`src/rtl/uart_rx_fifo.sv`:
```
// uart_rx_fifo: UART receiver with 16x oversampling and a first-word-fall-through
// receive FIFO exposing a valid/ready read port.
//
// Ports:
//   clk, rst          system clock, synchronous active-high reset
//   rx_sig            asynchronous serial input (idle high)
//   baud_div          clocks per oversample tick (0 selects the parameter default)
//   rx_data,
//   rx_parity_err,
//   rx_frame_err      head-of-FIFO entry
//   rx_valid/rx_ready read handshake (pop when both high)
//   fifo_count        current occupancy
//   overrun           sticky frame-dropped flag, cleared by overrun_clr
//   break_det         one-cycle pulse when a break frame is pushed
//
// Build option: define UART_RX_MAJORITY_EN to decide each bit (including the
// start-bit glitch check) by 2-of-3 majority of ticks 6/7/8, taken at tick 8.
// Without it, a single sample at tick 7 is used.
module uart_rx_fifo #(
  parameter int ClockFreqHz = 10000000,
  parameter int BaudRate    = 9600,
  parameter int DataBits    = 8,
  parameter int ParityMode  = 0,
  parameter int StopBits    = 1,
  parameter int FifoDepth   = 16
) (
  input  logic                         clk,
  input  logic                         rst,
  input  logic                         rx_sig,
  input  logic [15:0]                  baud_div,
  output logic [DataBits-1:0]          rx_data,
  output logic                         rx_parity_err,
  output logic                         rx_frame_err,
  output logic                         rx_valid,
  input  logic                         rx_ready,
  output logic [$clog2(FifoDepth):0]   fifo_count,
  output logic                         overrun,
  input  logic                         overrun_clr,
  output logic                         break_det
);

  localparam int          AW        = $clog2(FifoDepth);
  localparam int          CW        = AW + 1;
  localparam int          EW        = DataBits + 2;
  localparam logic [15:0] DefDiv    = 16'(ClockFreqHz / (BaudRate * 16));
`ifdef UART_RX_MAJORITY_EN
  localparam logic [3:0]  SampTick  = 4'd8;
`else
  localparam logic [3:0]  SampTick  = 4'd7;
`endif

  typedef enum logic [2:0] {IDLE, START, DATA, PARITY, STOP1, STOP2} state_e;

  state_e               state_q, state_d;
  logic                 sync1_q, sync2_q, prev_q;
  logic [15:0]          div_q, tcnt_q;
  logic [3:0]           scnt_q;
  logic [3:0]           bitcnt_q, bitcnt_d;
  logic [DataBits-1:0]  shreg_q, shreg_d;
  logic                 perr_q, perr_d, pbit_q, pbit_d, ferr_q, ferr_d;
  logic                 brk_q;
  logic                 tick, samp, last, bit_s, push, brk;

  assign tick = (tcnt_q == div_q - 16'd1);
  assign samp = tick && (scnt_q == SampTick);
  assign last = tick && (scnt_q == 4'd15);

`ifdef UART_RX_MAJORITY_EN
  logic [1:0] maj_q;
  always_ff @(posedge clk) begin
    if (rst) begin
      maj_q <= 2'b11;
    end else if (tick && scnt_q == 4'd6) begin
      maj_q[0] <= sync2_q;
    end else if (tick && scnt_q == 4'd7) begin
      maj_q[1] <= sync2_q;
    end
  end
  assign bit_s = (maj_q[0] & maj_q[1]) | (maj_q[0] & sync2_q) | (maj_q[1] & sync2_q);
`else
  assign bit_s = sync2_q;
`endif

  // Synchroniser, baud divisor latch and oversample counters.
  always_ff @(posedge clk) begin
    if (rst) begin
      sync1_q <= 1'b1;
      sync2_q <= 1'b1;
      prev_q  <= 1'b1;
      div_q   <= DefDiv;
      tcnt_q  <= '0;
      scnt_q  <= '0;
    end else begin
      sync1_q <= rx_sig;
      sync2_q <= sync1_q;
      prev_q  <= sync2_q;
      if (state_q == IDLE) begin
        // Divisor only changes between frames; counters are parked at zero
        // so the start edge begins a clean bit period.
        div_q  <= (baud_div == 16'd0) ? DefDiv : baud_div;
        tcnt_q <= '0;
        scnt_q <= '0;
      end else begin
        tcnt_q <= tick ? 16'd0 : tcnt_q + 16'd1;
        if (tick) scnt_q <= scnt_q + 4'd1;
      end
    end
  end

  always_ff @(posedge clk) begin
    if (rst) begin
      state_q  <= IDLE;
      bitcnt_q <= '0;
      shreg_q  <= '0;
      perr_q   <= 1'b0;
      pbit_q   <= 1'b0;
      ferr_q   <= 1'b0;
      brk_q    <= 1'b0;
    end else begin
      state_q  <= state_d;
      bitcnt_q <= bitcnt_d;
      shreg_q  <= shreg_d;
      perr_q   <= perr_d;
      pbit_q   <= pbit_d;
      ferr_q   <= ferr_d;
      brk_q    <= brk;
    end
  end

  always_comb begin
    state_d  = state_q;
    bitcnt_d = bitcnt_q;
    shreg_d  = shreg_q;
    perr_d   = perr_q;
    pbit_d   = pbit_q;
    ferr_d   = ferr_q;
    push     = 1'b0;
    unique case (state_q)
      IDLE: begin
        if (prev_q && !sync2_q) begin
          state_d  = START;
          bitcnt_d = '0;
          perr_d   = 1'b0;
          pbit_d   = 1'b0;
          ferr_d   = 1'b0;
        end
      end
      START: begin
        if (samp && bit_s) state_d = IDLE;   // line back high: glitch
        else if (last)     state_d = DATA;
      end
      DATA: begin
        if (samp) shreg_d = {bit_s, shreg_q[DataBits-1:1]};
        if (last) begin
          if (bitcnt_q == 4'(DataBits - 1))
            state_d = (ParityMode != 0) ? PARITY : STOP1;
          else
            bitcnt_d = bitcnt_q + 4'd1;
        end
      end
      PARITY: begin
        if (samp) begin
          pbit_d = bit_s;
          perr_d = ((^shreg_q) ^ bit_s) != (ParityMode == 2);
        end
        if (last) state_d = STOP1;
      end
      STOP1: begin
        if (samp) begin
          ferr_d = !bit_s;
          // Leave at the sample point so a start edge in the back half of
          // the stop bit is still caught.
          if (StopBits == 1) begin
            push    = 1'b1;
            state_d = IDLE;
          end
        end else if (last) begin
          state_d = STOP2;
        end
      end
      STOP2: begin
        if (samp) begin
          ferr_d  = ferr_q | !bit_s;
          push    = 1'b1;
          state_d = IDLE;
        end
      end
      default: state_d = IDLE;
    endcase
  end

  assign brk = push && (shreg_q == '0) && ferr_d && ((ParityMode == 0) || !pbit_q);
  assign break_det = brk_q;

  // Receive FIFO (first-word-fall-through).
  logic [EW-1:0] mem_q [FifoDepth];
  logic [AW-1:0] wptr_q, rptr_q;
  logic [CW-1:0] cnt_q;
  logic          full, pop, wr, ovr_q;

  assign full     = (cnt_q == CW'(FifoDepth));
  assign rx_valid = (cnt_q != '0);
  assign pop      = rx_valid && rx_ready;
  assign wr       = push && (!full || pop);

  always_ff @(posedge clk) begin
    if (rst) begin
      for (int i = 0; i < FifoDepth; i++) mem_q[i] <= '0;
      wptr_q <= '0;
      rptr_q <= '0;
      cnt_q  <= '0;
      ovr_q  <= 1'b0;
    end else begin
      if (wr) begin
        mem_q[wptr_q] <= {ferr_d, perr_q, shreg_q};
        wptr_q        <= wptr_q + AW'(1);
      end
      if (pop) rptr_q <= rptr_q + AW'(1);
      if (wr && !pop)      cnt_q <= cnt_q + CW'(1);
      else if (!wr && pop) cnt_q <= cnt_q - CW'(1);
      if (overrun_clr)                 ovr_q <= 1'b0;
      else if (push && full && !pop)   ovr_q <= 1'b1;
    end
  end

  assign {rx_frame_err, rx_parity_err, rx_data} = mem_q[rptr_q];
  assign fifo_count = cnt_q;
  assign overrun    = ovr_q;

endmodule

```
`config.mk`:
```
export PLATFORM = sky130hd
export DESIGN_NAME = uart_rx_fifo
export DESIGN_NICKNAME = d
export VERILOG_FILES = /design/src/rtl/uart_rx_fifo.sv
export SDC_FILE = /design/constraint.sdc
export NUM_CORES = 1
export LEC_CHECK = 0
export ABC_AREA = 1
export CAP_MARGIN = 20
export CELL_PAD_IN_SITES_DETAIL_PLACEMENT = 0
export CELL_PAD_IN_SITES_GLOBAL_PLACEMENT = 2
export CORE_MARGIN = 2
export CORE_UTILIZATION = 40
export CTS_CLUSTER_SIZE = 8
export DETAILED_ROUTE_END_ITERATION = 12
export PLACE_DENSITY = 0.86
export SYNTH_ARGS = -nofsm -noshare
export SYNTH_HDL_FRONTEND = slang
export SYNTH_SLANG_ARGS = --single-unit
```
`constraint.sdc`:
```
create_clock -name clk -period 4.17 [get_ports clk]
set_input_delay 0.834 -clock clk [delete_from_list [all_inputs] [get_ports clk]]
set_output_delay 0.834 -clock clk [all_outputs]
set_load 0.05 [all_outputs]
```
==> impl_metrics.ini, run 1 <==
[status]
status = complete, no violations

[setup_path]
crit_type = reg2reg
crit_arrival_ns = 3.94
cp.required_ns = 4.54
cp-end-kind = register
r2r_slack_ns = 0.60
cp_max_fo = 6
cp-start-kind = register

[sta]
slew_viol_final = 0
hold_violations = 0
post-route-period-util = 0.855
tightest_slew_ns = 0.855
fin_crit_ns = 3.57
max_freq_mhz = 280
fin_tns_setup_ns = 0
rsz0062_at_grt = false
setup_viol_count_final = 0
finClkSkew_ns = 0.0234
max_slew_margin = 0.427

[clocking]
cts_buffers = 35
cts_sinks = 235
cts-htree-levels = 2
cts_setup_buffers = 0
root_buffer = clkbuf_16
clock_path_buffers = 3
ctsHoldBuffers = 0
cts_tree = yes
cts_resized = 0
clkLatencyLatePin_ns = 0.51
path_clk_slew_ns = 0.05

[hold_path]
hold_path_class = reg2reg

[synthesis]
synth_cell_type_count = 51
yosysSeqAreaShare = 0.531
syn_nets = 1301
synth_edf_count = 160
synth_top_cell_area_share = 0.405
syn_area_per_cell_sq_um = 9.40
syn_area_sq_um = 11900
ys_ff_latch = 235
netlist_top_cells_area = edfxtp_1 40%, dfxtp_1 13%, nor2_1 5.6%
synthCells = 1262
async_flop_share = 0
yosysWarnings = 0
synthFlopType = edfxtp_1
synth_largest_area_cell = edfxtp_1

[drt]
wl_mm = 29.0
viasPerCell = 5.12
drc = 0
ant_nets = 0
routedWlPerCell_um = 17.0
dr.pass1.iters = 5
num_vias = 8718
first_iter_violations = 541

[finish]
area_growth_pct = 15.7
fin_area_sq_um = 13700
layout-drive-gt1-share = 0.146
nFillCells = 2807
nets = 1338
num_antenna_cells = 0

[placement]
gp_congestion = 0.773
portBuffers = 38
dp_hpwl_mm = 20.0
placed_area_sq_um = 12700

[die]
rows = 63
pin_count = 39
die_area_sq_um = 31100
core-area_sq_um = 29400
initial_core_util = 0.404
dieWidth_um = 176
die_h_um = 176

[global_route]
grt.total_usage = 0.192
grt-busiest-layer = met2
grt_pass1_vias = 8573
grt_pass1_wl_mm = 46.6
grtUsageMet3 = 0.0269
grt_use_met2 = 0.338
antenna_found_initial = 0
overflow = 0
met1_usage = 0.247
grt_max_degree = 53

[pwr]
leakage_nw = 5.05
power_density_nw_per_um2 = 596
ir_drop_mv = 0.240

[run]
maxCapViolCount = 0
flip-flops by register name (all words and copies together), names as in the netlist, named ones only:
| name | count |
|---|---|
| mem_q | 160 |
| shreg_q | 8 |
| overrun | 1 |
| fifo_count | 5 |
| tcnt_q | 16 |
| scnt_q | 4 |
| ferr_q | 1 |
| bit_s | 1 |
| rptr_q | 4 |
| div_q | 16 |
| prev_q | 1 |
| sync1_q | 1 |
| bitcnt_q | 4 |
| state_q | 3 |
| perr_q | 1 |
| wptr_q | 4 |
| break_det | 1 |
final cells by class:
cell class	instances	area, sq um	area share
Tap cell	390	488	0.0356
Multi-Input combinational cell	817	4690	0.341
Timing Repair Buffer	67	723	0.0527
Inverter	143	537	0.0391
Sequential cell	235	6310	0.460
Clock inverter	2	32.5	0.00237
Clock buffer	49	948	0.0691
where the power goes:
| group | total, mW | switching [mW] | internal [mW] |
|---|---|---|---|
| sequential | 2.88 | 0.188 | 2.69 |
| clock | 2.54 | 0.975 | 1.56 |
| combinational | 2.77 | 1.78 | 0.991 |
| total | 8.19 | 2.94 | 5.25 |
worst paths after layout:
kind         startpoint             to  cells after the start
max            div_q[0]  fifo_count[4]                     22
min             sync1_q          bit_s                      1
max reg2reg    div_q[0]  fifo_count[4]                     22
min reg2reg     sync1_q          bit_s                      1
cells by family (layout without fill, tap and decap cells):
kind of cell	after synthesis	count (layout)	synth area share
compound gates	217	217	0.103
xor+xnor	26	26	0.0192
fa+ha+maj	18	18	0.0196
buf+inv	210	261	0.0737
flops	235	235	0.531
mux	40	40	0.0337
simple gates	516	516	0.219
layout by cell type (no fill, tap or decap), types with 8 or more instances in the layout:
| master | instances |
|---|---|
| o21ai_0 | 80 |
| clkbuf_1 | 12 |
| xnor2_1 | 9 |
| o211ai_1 | 41 |
| buf_12 | 12 |
| buf_4 | 27 |
| nand2_1 | 138 |
| inv_1 | 129 |
| nor3_1 | 10 |
| o22ai_1 | 9 |
| ha_1 | 17 |
| nand4_1 | 18 |
| nor2_1 | 176 |
| a21oi_1 | 75 |
| nand3_1 | 49 |
| nand2_2 | 9 |
| edfxtp_1 | 160 |
| clkbuf_16 | 35 |
| dfxtp_1 | 74 |
| nand4_4 | 8 |
| clkinv_1 | 10 |
| nor2_2 | 71 |
| mux2i_1 | 40 |
| xor2_1 | 17 |
| clkdlybuf4s50_1 | 28 |
worst max-delay path, stage by stage (launching register included):
cell and delay [ns]:
dfxtp_1 0.37, inv_2 0.06, ha_1 0.25, or2_1 0.26
nand3_1 0.11, nand3_2 0.08, nor2_2 0.11, nand2_1 0.06
nor2_2 0.09, nand3_2 0.10, nor2_4 0.18, nand4_4 0.13
nor3_4 0.16, ha_1 0.22, inv_1 0.11, fa_1 0.40
a21o_1 0.17, a21oi_1 0.16, nor2_1 0.06, nor2_1 0.09
nand2_1 0.07, o21ai_0 0.14, a21oi_1 0.06
synth_stat cells (2+ instances only):
cell / instances
nor2_1: 176
edfxtp_1: 160
nand2_1: 138
inv_1: 129
o21ai_0: 80
a21oi_1: 75
dfxtp_1: 75
nor2_2: 71
nand3_1: 49
clkbuf_1: 41
o211ai_1: 41
mux2i_1: 40
nand4_1: 18
ha_1: 17
xor2_1: 17
buf_1: 14
clkinv_1: 11
nor3_1: 10
buf_6: 9
nand2_2: 9
o22ai_1: 9
xnor2_1: 9
nand4_4: 8
nand3b_1: 6
nor3b_1: 6
or2_2: 5
a211oi_1: 3
inv_2: 3
nand3_2: 3
nor2_4: 3
nor4_1: 3
buf_2: 2
nand4_2: 2
o21ai_1: 2
o31ai_1: 2
metal layers:
layer	up-vias	share of wire
met1	4134	0.43
met5	-	0
met4	0	0.023
met3	53	0.046
met2	195	0.50
li1	4336	-
per-stage QoR:
stage	hold slack, ns	std cells	power [mW]	setup WS, ns	utilization
final	0.412	1703	8.19	0.603	0.467
after global routing	0.433	1703	8.65	0.180	0.467
after CTS	0.416	1703	8.29	0.585	0.467
after detailed placement	0.401	1652	5.73	0.619	0.433
after global placement	0.396	1652	5.71	0.629	0.433
after floorplan	0.389	1262	4.74	0.530	-
Note: power is estimated with default switching activity, not from simulation.
==> run 2, diff against run 1 <==
--- a/config.mk
+++ b/config.mk
@@ -10,10 +10,10 @@
 export CELL_PAD_IN_SITES_DETAIL_PLACEMENT = 0
 export CELL_PAD_IN_SITES_GLOBAL_PLACEMENT = 2
 export CORE_MARGIN = 2
-export CORE_UTILIZATION = 40
+export CORE_UTILIZATION = 30
 export CTS_CLUSTER_SIZE = 8
 export DETAILED_ROUTE_END_ITERATION = 12
-export PLACE_DENSITY = 0.86
+export PLACE_DENSITY = 0.6
 export SYNTH_ARGS = -nofsm -noshare
 export SYNTH_HDL_FRONTEND = slang
 export SYNTH_SLANG_ARGS = --single-unit
==> run 2 against run 1 <==
Flip-flop and latch count stayed put; clock skew is 0.0021 ns lower; sequential share of layout area is 0.59 points lower; wire length is 12% higher; cell count is 7.4% higher; largest power group unchanged; clock power is 3% higher; critical path depth stayed put; power is 1.2% higher; first-iteration DRC count is 26% lower; critical endpoint unchanged; die area is 33% higher.
==> impl_metrics.ini, run 2 (synthesis results as in run 1) <==
[status]
status = complete, no violations

[sta]
tightest_slew_ns = 0.957
fin_tns_setup_ns = 0
hold_violations = 0
finClkSkew_ns = 0.0213
post-route-period-util = 0.860
slew_viol_final = 0
rsz0062_at_grt = false
setup_viol_count_final = 0
fin_crit_ns = 3.58
max_slew_margin = 0.358
max_freq_mhz = 279

[drt]
num_vias = 8517
drc = 0
viasPerCell = 4.66
first_iter_violations = 400
ant_nets = 0
wl_mm = 32.5
routedWlPerCell_um = 17.8
dr.pass1.iters = 5

[clocking]
cts_buffers = 35
cts_tree = yes
cts_setup_buffers = 0
cts-htree-levels = 2
ctsHoldBuffers = 0
cts_resized = 0
clock_path_buffers = 3
cts_sinks = 235
path_clk_slew_ns = 0.05
clkLatencyLatePin_ns = 0.53
root_buffer = clkbuf_16

[global_route]
grt_use_met2 = 0.268
overflow = 0
grt.total_usage = 0.163
grtUsageMet3 = 0.0260
antenna_found_initial = 0
grt-busiest-layer = met2
met1_usage = 0.218
grt_pass1_wl_mm = 51.0
grt_pass1_vias = 8474
grt_max_degree = 46

[pwr]
power.total_mw = 8.28
power_density_nw_per_um2 = 596
ir_drop_mv = 0.235
leakage_nw = 5.07

[die]
dieWidth_um = 203
die_area_sq_um = 41200
die_h_um = 203
pin_count = 39
rows = 72
initial_core_util = 0.306
core-area_sq_um = 38800

[run]
maxCapViolCount = 0

[setup_path]
worstRegToRegCells = 22
rr_startpoint = div_q[0]
crit_type = reg2reg
r2r_slack_ns = 0.59
cp.required_ns = 4.58
cp-start-kind = register
cp-end-kind = register
crit_arrival_ns = 4.00
r2r-end = fifo_count[4]
cp_max_fo = 6

[hold_path]
hold_path_class = reg2reg
holdPathStages = 1
min_from = sync1_q
hold_end = bit_s

[finish]
nets = 1340
largest_register_ffs = 160
final_cell_mix = 176 x nor2_1, 160 x edfxtp_1, 138 x nand2_1, 129 x inv_1, 80 x o21ai_0
layout-drive-gt1-share = 0.148
area_growth_pct = 17.2
largest_registers = mem_q (160), div_q (16), tcnt_q (16)
largest_register = mem_q
num_antenna_cells = 0
multi_input_area_sq_um = 4690
nFillCells = 3954
seqCellArea_sq_um = 6310
layout_commonest_cell = nor2_1

[placement]
dp_hpwl_mm = 22.7
portBuffers = 38
gp_congestion = 0.763
==> run 2: changes by cell type in the layout (fill, tap and decap cells not counted) <==
cell,change
clkbuf_1,-4
clkinv_8,-2
buf_4,+2
clkbuf_16,+2
==> run 2: worst max path at each step <==
stage / start / endpoint / slack [ns] / cells past startpoint
5_1_grt: div_q[0] / fifo_count[4] / 0.23 / 23
4_1_cts: div_q[0] / fifo_count[4] / 0.52 / 22
3_5_place_dp: div_q[0] / fifo_count[4] / 0.53 / 22
6_report: div_q[0] / fifo_count[4] / 0.59 / 22
3_3_place_gp: div_q[0] / fifo_count[4] / 0.58 / 23
2_1_floorplan: fifo_count[1] / fifo_count[4] / 0.53 / 17
==> run 2: through the flow <==
| step | cells | cell area (sq um) | util | hold slack [ns] | worst slack (ns) |
|---|---|---|---|---|---|
| after floorplan | 1262 | 11900 | - | 0.389 | 0.530 |
| after global placement | 1782 | 12900 | 0.333 | 0.403 | 0.582 |
| after detailed placement | 1782 | 12900 | 0.333 | 0.393 | 0.533 |
| after CTS | 1829 | 13900 | 0.358 | 0.410 | 0.518 |
| after global routing | 1829 | 13900 | 0.358 | 0.418 | 0.226 |
| final | 1829 | 13900 | 0.358 | 0.409 | 0.585 |
==> run 2: power breakdown <==
group | internal [mW] | switching [mW]
Clock | 1.61 | 1.00
Sequential | 2.69 | 0.213
Combinational | 0.984 | 1.77
==> run 2: cell type report <==
cell class,instances,share of cell area
sequential,235,0.454
multi-input combinational,817,0.337
clock buffer,47,0.0707
timing repair buffer,69,0.0531
tap,518,0.0466
inverter,143,0.0386
==> run 2: per-layer routing <==
| layer | vias up | routed length [um] |
|---|---|---|
| met2 | 139 | 15400 |
| li1 | 4346 | - |
| met5 | - | 0 |
| met1 | 3980 | 15200 |
| met4 | 0 | 737 |
| met3 | 52 | 1140 |
==> run 2: critical path, stage by stage (launching register included) <==
cell,delay [ns]
dfxtp_1,0.37
inv_2,0.07
ha_1,0.25
or2_1,0.25
nand3_1,0.11
nand3_2,0.09
nor2_2,0.12
nand2_1,0.07
nor2_2,0.09
nand3_2,0.10
nor2_4,0.20
nand4_4,0.14
nor3_4,0.15
ha_1,0.21
inv_1,0.11
fa_1,0.42
a21o_1,0.17
a21oi_1,0.16
nor2_1,0.06
nor2_1,0.08
nand2_1,0.07
o21ai_0,0.15
a21oi_1,0.05
==> run 3, diff against run 2 <==
--- a/config.mk
+++ b/config.mk
@@ -10,10 +10,11 @@
 export CELL_PAD_IN_SITES_DETAIL_PLACEMENT = 0
 export CELL_PAD_IN_SITES_GLOBAL_PLACEMENT = 2
 export CORE_MARGIN = 2
-export CORE_UTILIZATION = 30
+export CORE_UTILIZATION = 35
 export CTS_CLUSTER_SIZE = 8
 export DETAILED_ROUTE_END_ITERATION = 12
-export PLACE_DENSITY = 0.6
+export GPL_TIMING_DRIVEN = 0
+export PLACE_DENSITY = 0.69
 export SYNTH_ARGS = -nofsm -noshare
 export SYNTH_HDL_FRONTEND = slang
 export SYNTH_SLANG_ARGS = --single-unit
==> run 3 against run 2 <==
Combinational power decreased by 2%; final area about the same; die area decreased by 14%; global-route usage increased by 4.0 points; clock skew decreased by 0.0049 ns; non-clock buffer count increased by 43; first-iteration DRC count increased by 31%; setup slack got worse by 0.48 ns; fmax decreased by 12%; sequential share of layout area about the same; count of clock-buffer cells in the layout increased by 5; worst hold slack improved by 0.0019 ns; critical endpoint is now rx_data[5]; highest routed layer unchanged.
==> impl_metrics.ini, run 3 (synthesis results as in run 1) <==
[status]
status = complete, no violations

[clocking]
root_buffer = clkbuf_16
clock_path_buffers = 3
path_clk_slew_ns = 0.05
cts_tree = yes
cts_sinks = 235
cts_buffers = 35
clkLatencyLatePin_ns = 0.52
cts-htree-levels = 2

[setup_path]
cp_max_fo = 10
crit_arrival_ns = 3.23
worstRegToRegCells = 23
crit_type = reg2out
cp-end-kind = output pin
cp.required_ns = 3.34
cp-start-kind = register

[sta]
timing.hold.ws_ns = 0.411
setup_viol_count_final = 0
fin_tns_setup_ns = 0
rsz0062_at_grt = false
post-route-period-util = 0.974
layout_setup_ws_ns = 0.108
fin_crit_ns = 4.06
max_freq_mhz = 246
tightest_slew_ns = 1.10
slew_viol_final = 0
hold_violations = 0
finClkSkew_ns = 0.0164
max_slew_margin = 0.264

[pwr]
power_density_nw_per_um2 = 589
ir_drop_mv = 0.294
power_frac_comb = 0.332
power.total_mw = 8.18
p_sw_mw = 3.03
seqPwrFrac = 0.347
power.internal_mw = 5.14
leakage_nw = 5.09
power.share.clock = 0.321
switching_share = 0.371

[drt]
wl_mm = 35.1
first_iter_violations = 522
drc = 0
num_vias = 8798
ant_nets = 0
routedWlPerCell_um = 19.4
viasPerCell = 4.86
dr.pass1.iters = 6

[finish]
instances_no_fill = 1809
final_core_util = 0.415
area_growth_pct = 17.1
largest_register_ffs = 160
layout-drive-gt1-share = 0.134
final_cell_mix = 176 x nor2_1, 160 x edfxtp_1, 138 x nand2_1, 129 x inv_1, 80 x o21ai_0
multi_input_area_sq_um = 4690
nets = 1383
layout_commonest_cell = nor2_1
largest_register = mem_q
fin_area_sq_um = 13900
largest_registers = mem_q (160), div_q (16), tcnt_q (16)
num_antenna_cells = 0
seqCellArea_sq_um = 6310
nFillCells = 3327

[placement]
portBuffers = 38
dp_cells = 1748
place_ws_ns = 0.0449
placed_area_sq_um = 12800
dp_hpwl_mm = 25.5
gp_congestion = 0.824

[die]
dieWidth_um = 188
die_area_sq_um = 35400
core-area_sq_um = 33400
initial_core_util = 0.355
die_h_um = 188
pin_count = 39
rows = 67

[run]
maxCapViolCount = 0

[global_route]
grt_max_degree = 11
grt_pass1_wl_mm = 54.0
grt.total_usage = 0.203
antenna_found_initial = 0
grt_pass1_vias = 8976
overflow = 0

[hold_path]
hold_path_class = reg2reg
holdPathStages = 1
-- run 3: changes by cell type in the layout (fill, tap and decap cells not counted), moves of 3 or more --
cell             change
buf_1               +10
buf_12              -11
buf_2                +5
buf_4               -22
buf_6                +9
clkbuf_1            +42
clkbuf_2             +4
clkbuf_4             +3
clkdlybuf4s50_1      +7
dlymetal6s2s_1       +3
-- run 3: metal layers --
layer  GRT usage  share of wire  vias up
met3      0.0251          0.031       56
met4      0.0566          0.024        0
li1            -              -     4427
met2       0.362           0.50      172
met1       0.258           0.44     4143
met5           0              0        -
-- run 3: power by group through the flow --
stage / logic (mW) / clock network, mW / registers [mW]
CTS: 2.74 / 2.68 / 2.84
global placement: 2.73 / 0 / 2.88
floorplan: 1.83 / 0 / 2.91
detailed placement: 2.73 / 0 / 2.88
finish: 2.71 / 2.63 / 2.84
global route: 3.02 / 2.77 / 2.86
-- run 3: critical path, stage by stage (launching register included) --
cell and delay [ns]:
dfxtp_1 0.40, clkbuf_1 0.36, clkbuf_4 0.40, mux2i_1 0.13
o211ai_1 0.29, o211ai_1 0.23, nand2_1 0.11, clkdlybuf4s50_1 0.80
-- run 3: path summary, 6_finish.rpt --
kind / startpoint / to / slack, ns
setup reg to reg: div_q[0] / fifo_count[4] / 0.42
setup / recovery: register / rx_data[5] / 0.11
hold reg to reg: sync1_q / bit_s / 0.41
hold / removal: sync1_q / bit_s / 0.41
-- run 3: layout make-up --
cell class                 instances  share of cell area
sequential                       235               0.454
tap                              448              0.0404
buffer                            67              0.0258
multi-input combinational        817               0.338
clock inverter                     2             0.00180
inverter                         143              0.0386
clock buffer                      52              0.0699
timing repair buffer              45              0.0317
-- run 3: what timing repair did --
action                                 4_1_cts  5_1_grt
setup endpoints to repair                   10       10
buffers inserted                             0        7
gates resized for setup                     11       15
pin swaps                                    0        2
endpoints found under the hold margin        0        0
hold buffers                                 0        0
